[config.mk]
export PLATFORM = sky130hd
export DESIGN_NAME = serial_monitor
export DESIGN_NICKNAME = d
export VERILOG_FILES = /design/src/rtl/serial_monitor.sv
export SDC_FILE = /design/constraint.sdc
export NUM_CORES = 1
export LEC_CHECK = 0
export ABC_AREA = 1
export BUFFER_PORTS_ARGS = -buffer_cell sky130_fd_sc_hd__buf_2
export CAP_MARGIN = 20
export CORE_MARGIN = 2
export CORE_UTILIZATION = 50
export DETAILED_ROUTE_END_ITERATION = 16
export PLACE_DENSITY = 0.75
export SLEW_MARGIN = 20
export SYNTH_ARGS = -nofsm -noshare
export SYNTH_HDL_FRONTEND = slang
export SYNTH_SLANG_ARGS = --single-unit
export TNS_END_PERCENT = 30
[constraint.sdc]
create_clock -name clk -period 4.35 [get_ports clk]
set_clock_uncertainty 0.1 [all_clocks]
set_input_delay 0.87 -clock clk [delete_from_list [all_inputs] [get_ports clk]]
set_output_delay 0.87 -clock clk [all_outputs]
set_load 0.005 [all_outputs]
[src/rtl/serial_monitor.sv]
// Byte-serial debug monitor: parses cmd/addr/len headers from an rx FIFO and
// loads, dumps, checksums or launches code in a byte-wide memory.
module serial_monitor #(
    parameter int          ADDR_BYTES = 3,
    parameter int          LEN_BYTES  = 2,
    parameter logic [23:0] TIMEOUT    = 24'd12000000
) (
    input  logic                    clk,
    input  logic                    reset_n,
    input  logic [7:0]              rx_data,
    input  logic                    rx_empty,
    output logic                    rx_read,
    output logic [7:0]              tx_data,
    output logic                    tx_write,
    input  logic                    tx_full,
    output logic [8*ADDR_BYTES-1:0] mem_raddr,
    input  logic [7:0]              mem_rdata,
    output logic [8*ADDR_BYTES-1:0] mem_waddr,
    output logic [7:0]              mem_wdata,
    output logic                    mem_write,
    output logic                    running,
    output logic                    cpu_reset,
    output logic [8*ADDR_BYTES-1:0] start_addr,
    input  logic                    cpu_halted
);
    localparam int AW = 8 * ADDR_BYTES;
    localparam int LW = 8 * LEN_BYTES;
    localparam int FW = AW + LW;
    localparam int H  = 1 + ADDR_BYTES + LEN_BYTES;
    localparam logic [3:0] HC_LAST = 4'(H - 1);

    localparam logic [3:0] IDLE    = 4'd0;
    localparam logic [3:0] HDR     = 4'd1;
    localparam logic [3:0] DECODE  = 4'd2;
    localparam logic [3:0] LOAD    = 4'd3;
    localparam logic [3:0] DUMP_RD = 4'd4;
    localparam logic [3:0] DUMP_TX = 4'd5;
    localparam logic [3:0] SUM_RD  = 4'd6;
    localparam logic [3:0] SUM_TX  = 4'd7;
    localparam logic [3:0] ERR     = 4'd8;
    localparam logic [3:0] RUN     = 4'd9;

    logic [3:0]    state;
    logic [2:0]    cmd;
    logic [FW-1:0] fld;       // {addr, len}, shifted in big-endian
    logic [3:0]    hcnt;
    logic [23:0]   tmo;
    logic [7:0]    sum;
    logic          acc_en;
    logic          rd_dly;
    logic          tx_pend;

    logic [AW-1:0] addr;
    logic [LW-1:0] len;
    logic          tx_free, can_pop, tmo_on, tmo_hit;

    assign addr     = fld[FW-1:LW];
    assign len      = fld[LW-1:0];
    // A single output slot; the push strobe goes out only while the FIFO has room.
    assign tx_write = tx_pend & ~tx_full;
    assign tx_free  = ~tx_pend | ~tx_full;
    // Skipping the cycle rx_read is high gives the FIFO a full cycle to advance its head.
    assign can_pop  = ~rx_empty & ~rx_read & tx_free;
    assign tmo_on   = (TIMEOUT != 24'd0) && (state == HDR || state == LOAD);
    assign tmo_hit  = tmo_on && (tmo == TIMEOUT - 24'd1);

    always_ff @(posedge clk or negedge reset_n) begin
        if (!reset_n) begin
            state      <= IDLE;
            cmd        <= '0;
            fld        <= '0;
            hcnt       <= '0;
            tmo        <= '0;
            sum        <= '0;
            acc_en     <= 1'b0;
            rd_dly     <= 1'b0;
            tx_pend    <= 1'b0;
            rx_read    <= 1'b0;
            tx_data    <= '0;
            mem_raddr  <= '0;
            mem_waddr  <= '0;
            mem_wdata  <= '0;
            mem_write  <= 1'b0;
            running    <= 1'b0;
            cpu_reset  <= 1'b0;
            start_addr <= '0;
        end else begin
            rx_read   <= 1'b0;
            mem_write <= 1'b0;
            cpu_reset <= 1'b0;
            if (tx_write) tx_pend <= 1'b0;
            tmo <= tmo_on ? tmo + 24'd1 : '0;
            case (state)
                IDLE: if (can_pop) begin
                    rx_read <= 1'b1;
                    tx_pend <= 1'b1;
                    tx_data <= rx_data;
                    cmd     <= rx_data[2:0];
                    hcnt    <= 4'd1;
                    tmo     <= '0;
                    state   <= HDR;
                end
                HDR: if (can_pop) begin
                    rx_read <= 1'b1;
                    tx_pend <= 1'b1;
                    tx_data <= rx_data;
                    fld     <= {fld[FW-9:0], rx_data};
                    hcnt    <= hcnt + 4'd1;
                    tmo     <= '0;
                    if (hcnt == HC_LAST) state <= DECODE;
                end else if (tmo_hit) begin
                    state <= ERR;
                end
                DECODE: begin
                    sum    <= '0;
                    acc_en <= 1'b0;
                    case (cmd)
                        3'd1: state <= LOAD;
                        3'd2: state <= DUMP_RD;
                        3'd3: begin
                            start_addr <= addr;
                            cpu_reset  <= 1'b1;
                            running    <= 1'b1;
                            state      <= RUN;
                        end
                        3'd4:    state <= SUM_RD;
                        default: state <= ERR;
                    endcase
                end
                // The strobe for the last byte still lands in LOAD since len hits zero with it.
                LOAD: if (len == '0) begin
                    state <= IDLE;
                end else if (can_pop) begin
                    rx_read          <= 1'b1;
                    tx_pend          <= 1'b1;
                    tx_data          <= rx_data;
                    mem_write        <= 1'b1;
                    mem_waddr        <= addr;
                    mem_wdata        <= rx_data;
                    fld[FW-1:LW]     <= addr + AW'(1);
                    fld[LW-1:0]      <= len - LW'(1);
                    tmo              <= '0;
                end else if (tmo_hit) begin
                    state <= ERR;
                end
                DUMP_RD: if (len == '0) begin
                    state <= IDLE;
                end else begin
                    mem_raddr    <= addr;
                    fld[FW-1:LW] <= addr + AW'(1);
                    fld[LW-1:0]  <= len - LW'(1);
                    rd_dly       <= 1'b1;
                    state        <= DUMP_TX;
                end
                DUMP_TX: if (rd_dly) begin
                    rd_dly <= 1'b0;
                end else if (tx_free) begin
                    tx_pend <= 1'b1;
                    tx_data <= mem_rdata;
                    state   <= DUMP_RD;
                end
                SUM_RD: if (len == '0) begin
                    state <= SUM_TX;
                end else begin
                    mem_raddr    <= addr;
                    fld[FW-1:LW] <= addr + AW'(1);
                    fld[LW-1:0]  <= len - LW'(1);
                    rd_dly       <= 1'b1;
                    acc_en       <= 1'b1;
                    state        <= SUM_TX;
                end
                SUM_TX: if (rd_dly) begin
                    rd_dly <= 1'b0;
                end else if (acc_en) begin
                    sum    <= sum + mem_rdata;
                    acc_en <= 1'b0;
                    state  <= SUM_RD;
                end else if (tx_free) begin
                    tx_pend <= 1'b1;
                    tx_data <= sum;
                    state   <= IDLE;
                end
                ERR: if (tx_free) begin
                    tx_pend <= 1'b1;
                    tx_data <= 8'h3F;
                    state   <= IDLE;
                end
                RUN: if (!cpu_reset && cpu_halted) begin
                    running <= 1'b0;
                    state   <= IDLE;
                end
                default: state <= IDLE;
            endcase
        end
    end
endmodule

==> results.tsv <==
stage	metric	value	unit
synthesis	ys_seq_elements	178	
sta	fin_crit	2.55	ns
final_layout	drive_above_1_share	14.0	%
synthesis	synth_nets	1242	
worst_hold_path	hp-start	start_addr[13]	
synthesis	synth_fa_ha_area_share	1.85	%
sta	relSlewSlack	37.1	%
setup_path	critPathRequiredTime	4.58	ns
global_routing	grt_pass1_vias	7742	
placed_design	post-dp-hpwl	16400	um
placed_design	io_buffers	113	
clock_network	cts-root-buf	clkbuf_16	
global_routing	grt_pass1_wl	38800	um
pwr	power.density	665	nW/um2
sta	rsz0062_at_grt	no	
synthesis	ys_types	39	
setup_path	critPathTopFamily	simple AND/OR/NAND/NOR gates	
setup_path	crit_path_end_kind	flop	
setup_path	startpoint	state[3]	
setup_path	cp_cell_sequence	nor2_1, nand2_1, inv_2, nand2_1, inv_2, nand3_2, nand3_1, nor2_1, nand2_1, nand2_1	
sta	tns	0	ns
global_routing	grt_max_degree	104	
setup_path	cp_num_cells	10	
placed_design	placed_cell_area	9930	um2
global_routing	antenna_found_initial	0	
drt	drc_errors	0	
sta	min_period_over_period	58.6	%
synthesis	synth_simple_gate_area_share	28.3	%
die	die_width	139	um
clock_network	clk_pin_slew	0.07	ns
setup_path	r2r_start	state[3]	
clock_network	post_cts_resized	0	
status	outcome	finished, final reports clean	
global_routing	gr-total-overflow	0	
clock_network	cts_tree	done	
worst_hold_path	hp-class	flop to flop	
clock_network	cts_setup_buffers	0	
setup_path	crit_path_frequent_cell	nand2_1	
drt	wl_per_cell	14.7	um
clock_network	cts_hold_buf	0	
placed_design	place_congestion	0.892	
die	core	18000	um2
global_routing	grt_util_all_layers	24.4	%
setup_path	rr_worst_depth	10	
synthesis	avgSynthCellArea	7.60	um2
clock_network	clkSinkCount	178	
synthesis	yosysWarnings	0	
drt	dr.pass1.iters	6	
final_layout	antenna_cells	0	
clock_network	clk_latency	0.44	ns
synthesis	synth_mux_area_share	0	%
run	drv_cap	0	
sta	finalSetupViolations	0	
setup_path	start_kind	flop	
setup_path	slowest_delay	0.54	ns
drt	via_count	8299	
sta	worst_pin_slew	0.944	ns
die	die_area	19400	um2
die	initial_core_util	51.1	%
clock_network	clockBufferDepth	2	
clock_network	numCtsBuffers	17	
die	io_pins	114	
drt	drt-initial-drc-count	650	
sta	maxSlewViolCount	0	
final_layout	final_cell_mix	nand2_1 (363), dfrtp_1 (178), o21ai_0 (144)	
setup_path	slowest_stage	nand3_2	
drt	drt_wl_total	22900	um
synthesis	synth-xor-area-share	2.10	%
worst_hold_path	hold_path_depth	2	
setup_path	worstPathMaxFanout	37	
pwr	ir_worst_vdd	0.000447	V
final_layout	layout_commonest_cell	nand2_1	
sta	final_hold_viol_count	0	
pwr	p_leak	0.00523	uW
setup_path	crit_arrival	2.77	ns
setup_path	crit_type	flop to flop	
drt	vias_per_cell	5.34	
die	num_rows	49	
synthesis	yosysSeqAreaShare	48.5	%
synthesis	postSynthCellCount	1208	
final_layout	nNetsFinal	1347	
final_layout	fin_area	10500	um2
synthesis	synth_compound_area_share	12.2	%
synthesis	syn_area	9180	um2
drt	ant_nets	0	
sta	max_freq	392	MHz
synthesis	synth_top_family_by_area	simple AND/OR/NAND/NOR gates	
final_layout	area.growth.synth_to_final	14.9	%
setup_path	crit_buf_inv	2	
clock_network	ctsHtreeMaxLevel	4	
die	fp.dieH	139	um
-- layout make-up --
cell class / count / area, um2
clock inverters: 13 / 169
well taps: 229 / 287
fillers: 1642 / 7430
multi-input cells: 872 / 4090
repair buffers: 121 / 632
inverters: 123 / 462
flip-flops and latches: 178 / 4450
clock buffers: 19 / 443
-- metal layers --
layer	global-route usage, %	share of wire (%)	vias to the layer above
li1	-	-	4106
met1	34.8	47	3894
met2	37.7	45	259
met3	4.96	5.8	40
met4	7.97	2.1	0
met5	0	0	-
-- kinds of logic (layout without fill, tap and decap cells) --
group                      Yosys count  in the layout
AOI/OAI and AO/OA                  216            216
xor gates and xnor gates            22             22
adders and majority gates           13             13
buffers and inverters              158            276
DFF                                178            178
and+or+nand+nor                    621            621
-- power by group --
group | total (uW) | internal [uW] | switching [uW] | leakage (uW)
clock network | 1620 | 930 | 694 | 0.000300
registers | 2710 | 2250 | 458 | 0.00235
logic | 2680 | 931 | 1740 | 0.00258
-- synth_stat cells --
cell	count	area [um2]
nor2_2	9	56.3
nand3_2	1	10.0
ha_1	12	150
nor3_1	16	80.1
clkbuf_2	1	5.00
nand2_1	363	1360
o2111ai_1	1	8.76
nand3_1	79	395
o21bai_1	3	22.5
o21ai_1	30	150
nor3b_1	1	7.51
nor3_2	2	20.0
buf_4	7	52.6
dfrtp_1	178	4450
inv_1	114	428
o211ai_1	2	15.0
a21oi_1	24	120
o22ai_1	4	25.0
xor2_1	21	184
o211a_1	1	10.0
nor2_4	4	45.0
o21ai_0	144	721
xnor2_1	1	8.76
or2_2	1	6.26
o221ai_1	1	8.76
fa_1	1	20.0
nand3b_1	1	7.51
inv_2	9	33.8
and2_1	1	6.26
clkbuf_1	17	63.8
nor2_1	121	454
nand4_1	15	93.8
buf_6	1	11.3
buf_2	9	45.0
nand2_2	6	37.5
nand4_2	1	12.5
a211oi_1	3	22.5
a22oi_1	1	7.51
a31oi_1	2	12.5
-- per-stage QoR --
| stage | power [uW] | cells | util [%] | hold slack [ns] | worst slack (ns) |
|---|---|---|---|---|---|
| after floorplan | 4470 | 1208 | - | 0.371 | 2.10 |
| after global placement | 5320 | 1523 | 55.3 | 0.360 | 1.45 |
| after detailed placement | 5390 | 1523 | 55.3 | 0.364 | 1.36 |
| after CTS | 7030 | 1555 | 58.7 | 0.385 | 1.81 |
| after global routing | 7590 | 1555 | 58.7 | 0.406 | 1.52 |
| final | 7010 | 1555 | 58.7 | 0.380 | 1.80 |
-- flip-flops by register name (all words and copies together), names as in the netlist --
register,flops
state,4
rx_read,1
cpu_reset,1
acc_en,1
fld,40
mem_write,1
hcnt,4
tmo,24
mem_wdata,8
sum,8
mem_raddr,24
start_addr,24
tx_data,8
rd_dly,1
mem_waddr,24
cmd,3
tx_pend,1
running,1
-- worst paths after layout --
check	end	slack [ns]
worst max-delay path	state[3]	1.80
worst min-delay path	start_addr[13]	0.38
worst max register to register	state[3]	1.80
worst min register to register	start_addr[13]	0.38
max in group asynchronous	mem_raddr[5]	2.79
min in group asynchronous	fld[4]	0.42
-- worst min-delay path: stages, from the launching register on --
cell     delay (ns)
dfrtp_1        0.34
nand2_1        0.05
o21ai_0        0.05
(Power assumes the default switching activity.)
